### config.mk
export PLATFORM = sky130hd
export DESIGN_NAME = lsu_rmw
export DESIGN_NICKNAME = d
export VERILOG_FILES = /design/src/rtl/lsu_pkg.sv /design/src/rtl/lsu_lane_mux.sv /design/src/rtl/lsu_rmw.sv
export SDC_FILE = /design/constraint.sdc
export NUM_CORES = 1
export LEC_CHECK = 0
export CORE_ASPECT_RATIO = 2
export CORE_MARGIN = 2
export CORE_UTILIZATION = 32
export DETAILED_ROUTE_END_ITERATION = 6
export DONT_BUFFER_PORTS = 1
export PLACE_DENSITY = 0.48
export SYNTH_ARGS = -nofsm -noshare
export SYNTH_HDL_FRONTEND = slang
export SYNTH_SLANG_ARGS = --single-unit
### constraint.sdc
create_clock -name clk -period 5.84 [get_ports clk]
set_input_delay 0.876 -clock clk [delete_from_list [all_inputs] [get_ports clk]]
set_output_delay 0.876 -clock clk [all_outputs]
set_load 0.02 [all_outputs]
### src/rtl/lsu_pkg.sv
// Shared encodings for the load/store unit: access sizes, memory write codes, FSM states.
package lsu_pkg;

    localparam logic [1:0] SZ_B = 2'b00;
    localparam logic [1:0] SZ_H = 2'b01;
    localparam logic [1:0] SZ_W = 2'b10;

    localparam logic [1:0] DMWR_NONE = 2'b00;
    localparam logic [1:0] DMWR_WORD = 2'b01;

    typedef enum logic [1:0] {
        StIdle,
        StAccess,
        StMergeWr,
        StResp
    } lsu_state_e;

    // Half needs addr[0] = 0, word (and the 11 alias) needs addr[1:0] = 0.
    function automatic logic is_misaligned(input logic [1:0] size, input logic [1:0] lo);
        logic mis;
        case (size)
            SZ_B:    mis = 1'b0;
            SZ_H:    mis = lo[0];
            default: mis = (lo != 2'b00);
        endcase
        return mis;
    endfunction

endpackage

### src/rtl/lsu_lane_mux.sv
// Little-endian lane steering: load extract/extend and sub-word store merge.
module lsu_lane_mux
    import lsu_pkg::*;
(
    input  logic [31:0] word,
    input  logic [1:0]  addr_lo,
    input  logic [1:0]  size,
    input  logic        is_unsigned,
    input  logic [31:0] wdata,
    output logic [31:0] load_data,
    output logic [31:0] merged
);

    logic [7:0]  byte_sel;
    logic [15:0] half_sel;

    // Pick the addressed lane and sign/zero-extend it for loads.
    always_comb begin
        case (addr_lo)
            2'd0:    byte_sel = word[7:0];
            2'd1:    byte_sel = word[15:8];
            2'd2:    byte_sel = word[23:16];
            default: byte_sel = word[31:24];
        endcase
        half_sel = addr_lo[1] ? word[31:16] : word[15:0];
        case (size)
            SZ_B:    load_data = {{24{~is_unsigned & byte_sel[7]}}, byte_sel};
            SZ_H:    load_data = {{16{~is_unsigned & half_sel[15]}}, half_sel};
            default: load_data = word;
        endcase
    end

    // Overlay the low byte/half of the store data onto the old word at its lane.
    always_comb begin
        merged = word;
        case (size)
            SZ_B: begin
                case (addr_lo)
                    2'd0:    merged[7:0]   = wdata[7:0];
                    2'd1:    merged[15:8]  = wdata[7:0];
                    2'd2:    merged[23:16] = wdata[7:0];
                    default: merged[31:24] = wdata[7:0];
                endcase
            end
            SZ_H: begin
                if (addr_lo[1]) merged[31:16] = wdata[15:0];
                else            merged[15:0]  = wdata[15:0];
            end
            default: merged = wdata;
        endcase
    end

endmodule

### src/rtl/lsu_rmw.sv
// Load/store controller in front of a word-wide data memory; sub-word stores become
// read-modify-write so the memory only ever sees full-word writes.
module lsu_rmw
    import lsu_pkg::*;
#(
    parameter int unsigned DM_AW = 7
) (
    input  logic             clk,
    input  logic             rst,
    input  logic             req_valid,
    output logic             req_ready,
    input  logic             req_we,
    input  logic [1:0]       req_size,
    input  logic             req_unsigned,
    input  logic [31:0]      req_addr,
    input  logic [31:0]      req_wdata,
    output logic             resp_valid,
    input  logic             resp_ready,
    output logic [31:0]      resp_rdata,
    output logic             resp_misalign,
    output logic [DM_AW-1:0] mem_addr,
    output logic [1:0]       mem_dmwr,
    output logic [31:0]      mem_wdata,
    input  logic [31:0]      mem_rdata
);

    lsu_state_e       state_q;
    logic             we_q;
    logic [1:0]       size_q;
    logic             uns_q;
    logic [1:0]       lo_q;
    logic [31:0]      wdata_q;
    logic [DM_AW-1:0] mem_addr_q;
    logic [31:0]      mem_wdata_q;
    logic [1:0]       dmwr_q;
    logic [31:0]      resp_rdata_q;
    logic             resp_mis_q;
    logic [31:0]      load_data;
    logic [31:0]      merged;

    // Address bits above the memory are intentionally dropped (wrap-around).
    logic unused_addr_hi;
    assign unused_addr_hi = ^req_addr[31:DM_AW+2];

    lsu_lane_mux u_lane_mux (
        .word        (mem_rdata),
        .addr_lo     (lo_q),
        .size        (size_q),
        .is_unsigned (uns_q),
        .wdata       (wdata_q),
        .load_data   (load_data),
        .merged      (merged)
    );

    // Handshake flags follow the state; write strobe is killed while reset is held.
    always_comb begin
        req_ready     = (state_q == StIdle);
        resp_valid    = (state_q == StResp);
        resp_rdata    = resp_rdata_q;
        resp_misalign = resp_mis_q;
        mem_addr      = mem_addr_q;
        mem_wdata     = mem_wdata_q;
        mem_dmwr      = rst ? DMWR_NONE : dmwr_q;
    end

    // Controller FSM with registered memory-side and response outputs.
    always_ff @(posedge clk) begin
        if (rst) begin
            state_q      <= StIdle;
            we_q         <= 1'b0;
            size_q       <= SZ_B;
            uns_q        <= 1'b0;
            lo_q         <= 2'b00;
            wdata_q      <= '0;
            mem_addr_q   <= '0;
            mem_wdata_q  <= '0;
            dmwr_q       <= DMWR_NONE;
            resp_rdata_q <= '0;
            resp_mis_q   <= 1'b0;
        end else begin
            case (state_q)
                StIdle: begin
                    if (req_valid) begin
                        we_q    <= req_we;
                        size_q  <= req_size;
                        uns_q   <= req_unsigned;
                        lo_q    <= req_addr[1:0];
                        wdata_q <= req_wdata;
                        if (is_misaligned(req_size, req_addr[1:0])) begin
                            resp_mis_q   <= 1'b1;
                            resp_rdata_q <= '0;
                            state_q      <= StResp;
                        end else begin
                            mem_addr_q <= req_addr[DM_AW+1:2];
                            state_q    <= StAccess;
                            // Word stores write straight away in ACCESS.
                            if (req_we && req_size[1]) begin
                                dmwr_q      <= DMWR_WORD;
                                mem_wdata_q <= req_wdata;
                            end
                        end
                    end
                end
                StAccess: begin
                    if (we_q && !size_q[1]) begin
                        mem_wdata_q <= merged;
                        dmwr_q      <= DMWR_WORD;
                        state_q     <= StMergeWr;
                    end else begin
                        if (!we_q) resp_rdata_q <= load_data;
                        dmwr_q      <= DMWR_NONE;
                        mem_addr_q  <= '0;
                        mem_wdata_q <= '0;
                        state_q     <= StResp;
                    end
                end
                StMergeWr: begin
                    dmwr_q      <= DMWR_NONE;
                    mem_addr_q  <= '0;
                    mem_wdata_q <= '0;
                    state_q     <= StResp;
                end
                StResp: begin
                    if (resp_ready) begin
                        resp_rdata_q <= '0;
                        resp_mis_q   <= 1'b0;
                        state_q      <= StIdle;
                    end
                end
                default: state_q <= StIdle;
            endcase
        end
    end

endmodule

==> impl_metrics.toml <==
[outcome]
status = "completed"

[layout]
multi_input_area_sq_um = 2820
drive_gt1_share_pct = 9.26
fin_nets = 687
seq_area_sq_um = 1940
synthToLayoutAreaGrowth_pct = 6.61
antennaDiodeCount = 0
fill_cells = 1671

[cts]
clkLatencyLatePin_ns = 0.34
hold_buffers = 0
h-tree-depth = 3
clock_sinks = 97
cts-resized-gates = 0
cts.path.max_buffers = 2
post-cts-setup-buffers = 0
numCtsBuffers = 9
path_clk_slew_ns = 0.07
root_buffer = "clkbuf_16"
cts_tree = "done"

[worst_setup_path]
path_class = "flop to flop"
cp.buffers_inverters = 2
critPathRequiredTime_ns = 6.12
crit_top_cell = "o22ai_1"
path_cells = "inv_1 -> ha_1 -> buf_4 -> nand4b_1 -> or2_2 -> o22ai_1 -> o22ai_1 -> nor2_1"
cp.arrival_ns = 3.54
timing.rr.start = "state_q[1]"
worstSetupStartpointType = "flop"
r2r_cells = 8
r2r_setup_slack_ns = 2.57
r2r_end = "mem_wdata[12]"
cp_max_fo = 41
slowest_stage = "nand4b_1"
cp_top_family = "simple AND/OR/NAND/NOR gates"
critPathCaptureType = "flop"
cp_slowest_stage_delay_ns = 0.75

[floorplanning]
start_util_pct = 32.5
pin_count = 180
die-area_sq_um = 17100
die_x_um = 93.5
core_area_sq_um = 15800
row_count = 65
die_h_um = 183

[logic_synthesis]
ys_ff_latch = 97
avgSynthCellArea_sq_um = 8.26
synth_edf_count = 0
netlist_area_sq_um = 5130
synthMostInstantiatedCell = "dfxtp_1"
synth_top_area_share_pct = 37.8
synth_top_flop_cell = "dfxtp_1"
seq_area_frac_synth_pct = 37.8
ys_types = 46
async_flop_share_pct = 0
synth_top_cells_by_count = "97 x dfxtp_1, 71 x nand2_1, 64 x mux2i_1, 61 x a21oi_1"
synth_cells = 621
ys_warn_count = 0
synth_top_area_cell = "dfxtp_1"
synth.top_cells.by_area = "dfxtp_1 38%, mux2i_1 12%, a21oi_1 5.9%"
syn_nets = 729

[timing]
slew_headroom_pct = 24.2
period_needed_ns = 3.27
finalSetupViolCount = 0
report.final.slew_viol_count = 0
whs_ns = 0.475
worst_pin_slew_ns = 1.14
skew_ns = 0.00984
rsz0062_at_grt = "false"
fmax_mhz = 306
hold_viol_final = 0
setup-tns-final_ns = 0
fin_crit_sh_pct = 56.0

[hold_path]
hold_end = "wdata_q[14]"
hold_path_class = "flop to flop"
whs_path_depth = 2
hold_start = "wdata_q[14]"

[drt]
viasPerCell = 5.60
wl_mm = 18.1
drc = 0
dr.first_iter.drc_count = 238
final_antenna_net_count = 0
routedWlPerCell_um = 23.1
first_pass_iters = 4
vias = 4387

[grt]
grt_overflow_total = 0
track_usage_pct = 21.0
grt_max_degree = 69
antenna_found_initial = 0
grt_pass1_wl_mm = 26.7
grt_pass1_vias = 4448

[pwr]
intPower_w = 0.00167
p_comb_share_pct = 39.1
p_leak_nw = 2.18
peakVddDrop_uv = 579
net-switching-power_w = 0.00140
p_clk_share_pct = 19.1
seqPwrFrac_pct = 41.8
switching_share_pct = 45.7
p_per_area_nw_per_um2 = 561

[placement]
io_buffers = 0
dp_hpwl_mm = 13.5
gp_congestion = 0.810

[job]
cap_violations = 0
-- placed cells by master, fill, tap and decap left out, types with 2 or more instances in the layout --
cell,count
dfxtp_1,96
nand2_1,71
mux2i_1,64
a21oi_1,60
nor2_1,40
o22ai_1,40
inv_1,38
o21ai_0,35
o2bb2ai_1,18
a22o_1,13
nor2b_1,11
mux2_2,10
nor3_1,9
clkbuf_16,9
o221a_2,8
a221oi_1,8
nand2b_1,5
or3b_2,5
ha_1,4
buf_4,4
or3b_1,3
a21oi_2,2
a211oi_1,2
nand4b_1,2
nor2_2,2
clkinv_2,2
-- logic make-up after synthesis --
group | after synthesis | synth area share [%]
AO/OA/AOI/OAI | 194 | 24.7
AND/OR/NAND/NOR | 156 | 14.0
flip-flops | 97 | 37.8
buffers and inverters | 95 | 7.68
multiplexers | 74 | 14.7
adder cells (fa/ha/maj) | 4 | 0.975
other | 1 | 0.0731
-- worst reg2reg max path, delay by kind of cell (launching register included) --
family / cells / cell delay (ns)
AOI/OAI and AO/OA: 2 / 0.43
DFF: 1 / 0.40
adders and majority gates: 1 / 0.28
buffers and inverters: 2 / 0.49
and+or+nand+nor: 3 / 1.61
-- final cells by class --
cell class / count / share of cell area (%)
Clock inverter: 5 / 1.03
Tap cell: 201 / 4.60
Inverter: 38 / 2.61
Clock buffer: 10 / 4.19
Sequential cell: 97 / 35.5
Timing Repair Buffer: 4 / 0.549
Multi-Input combinational cell: 429 / 51.5
-- power groups by stage --
stage	registers (W)	logic, W	clock network (W)
after detailed placement	0.00131	0.00120	0
final	0.00128	0.00120	0.000586
after floorplan	0.00120	0.00100	0
after global placement	0.00130	0.00117	0
after CTS	0.00129	0.00121	0.000604
after global routing	0.00131	0.00134	0.000630
-- state kept, by name (all words and copies together), names as in the netlist --
register,count
resp_rdata,32
mem_addr,7
resp_misalign,1
size_q,2
mem_wdata,32
lo_q,2
wdata_q,16
dmwr_q,1
state_q,2
we_q,1
uns_q,1
-- per-layer routing --
metal  global-route usage, %  up-vias  routed length, um
met4                    8.64        0                460
met1                    21.8     2076               6220
met5                       0        -                  0
met2                    37.9      163               9880
li1                        -     2126                  -
met3                    6.98       22               1560
-- stage by stage --
step | utilization, % | setup slack (ns) | instance area, sq um | instances | total power [W]
after floorplan | - | 3.59 | 5130 | 621 | 0.00220
after global placement | 32.9 | 2.66 | 5180 | 769 | 0.00247
after detailed placement | 32.9 | 2.59 | 5180 | 769 | 0.00251
after CTS | 34.7 | 2.56 | 5470 | 784 | 0.00311
after global routing | 34.7 | 2.28 | 5470 | 784 | 0.00329
final | 34.7 | 2.57 | 5470 | 784 | 0.00307
-- how the worst max path moves through the flow --
| stage | from | end | slack (ns) | cells after the start |
|---|---|---|---|---|
| floorplan | rst | mem_dmwr[0] | 3.59 | 2 |
| global placement | state_q[0] | mem_wdata[12] | 2.66 | 8 |
| detailed placement | state_q[0] | mem_wdata[15] | 2.59 | 8 |
| CTS | state_q[0] | mem_wdata[15] | 2.56 | 8 |
| global route | state_q[0] | mem_wdata[15] | 2.28 | 8 |
| finish | state_q[1] | mem_wdata[12] | 2.57 | 8 |
(Power assumes the default switching activity.)
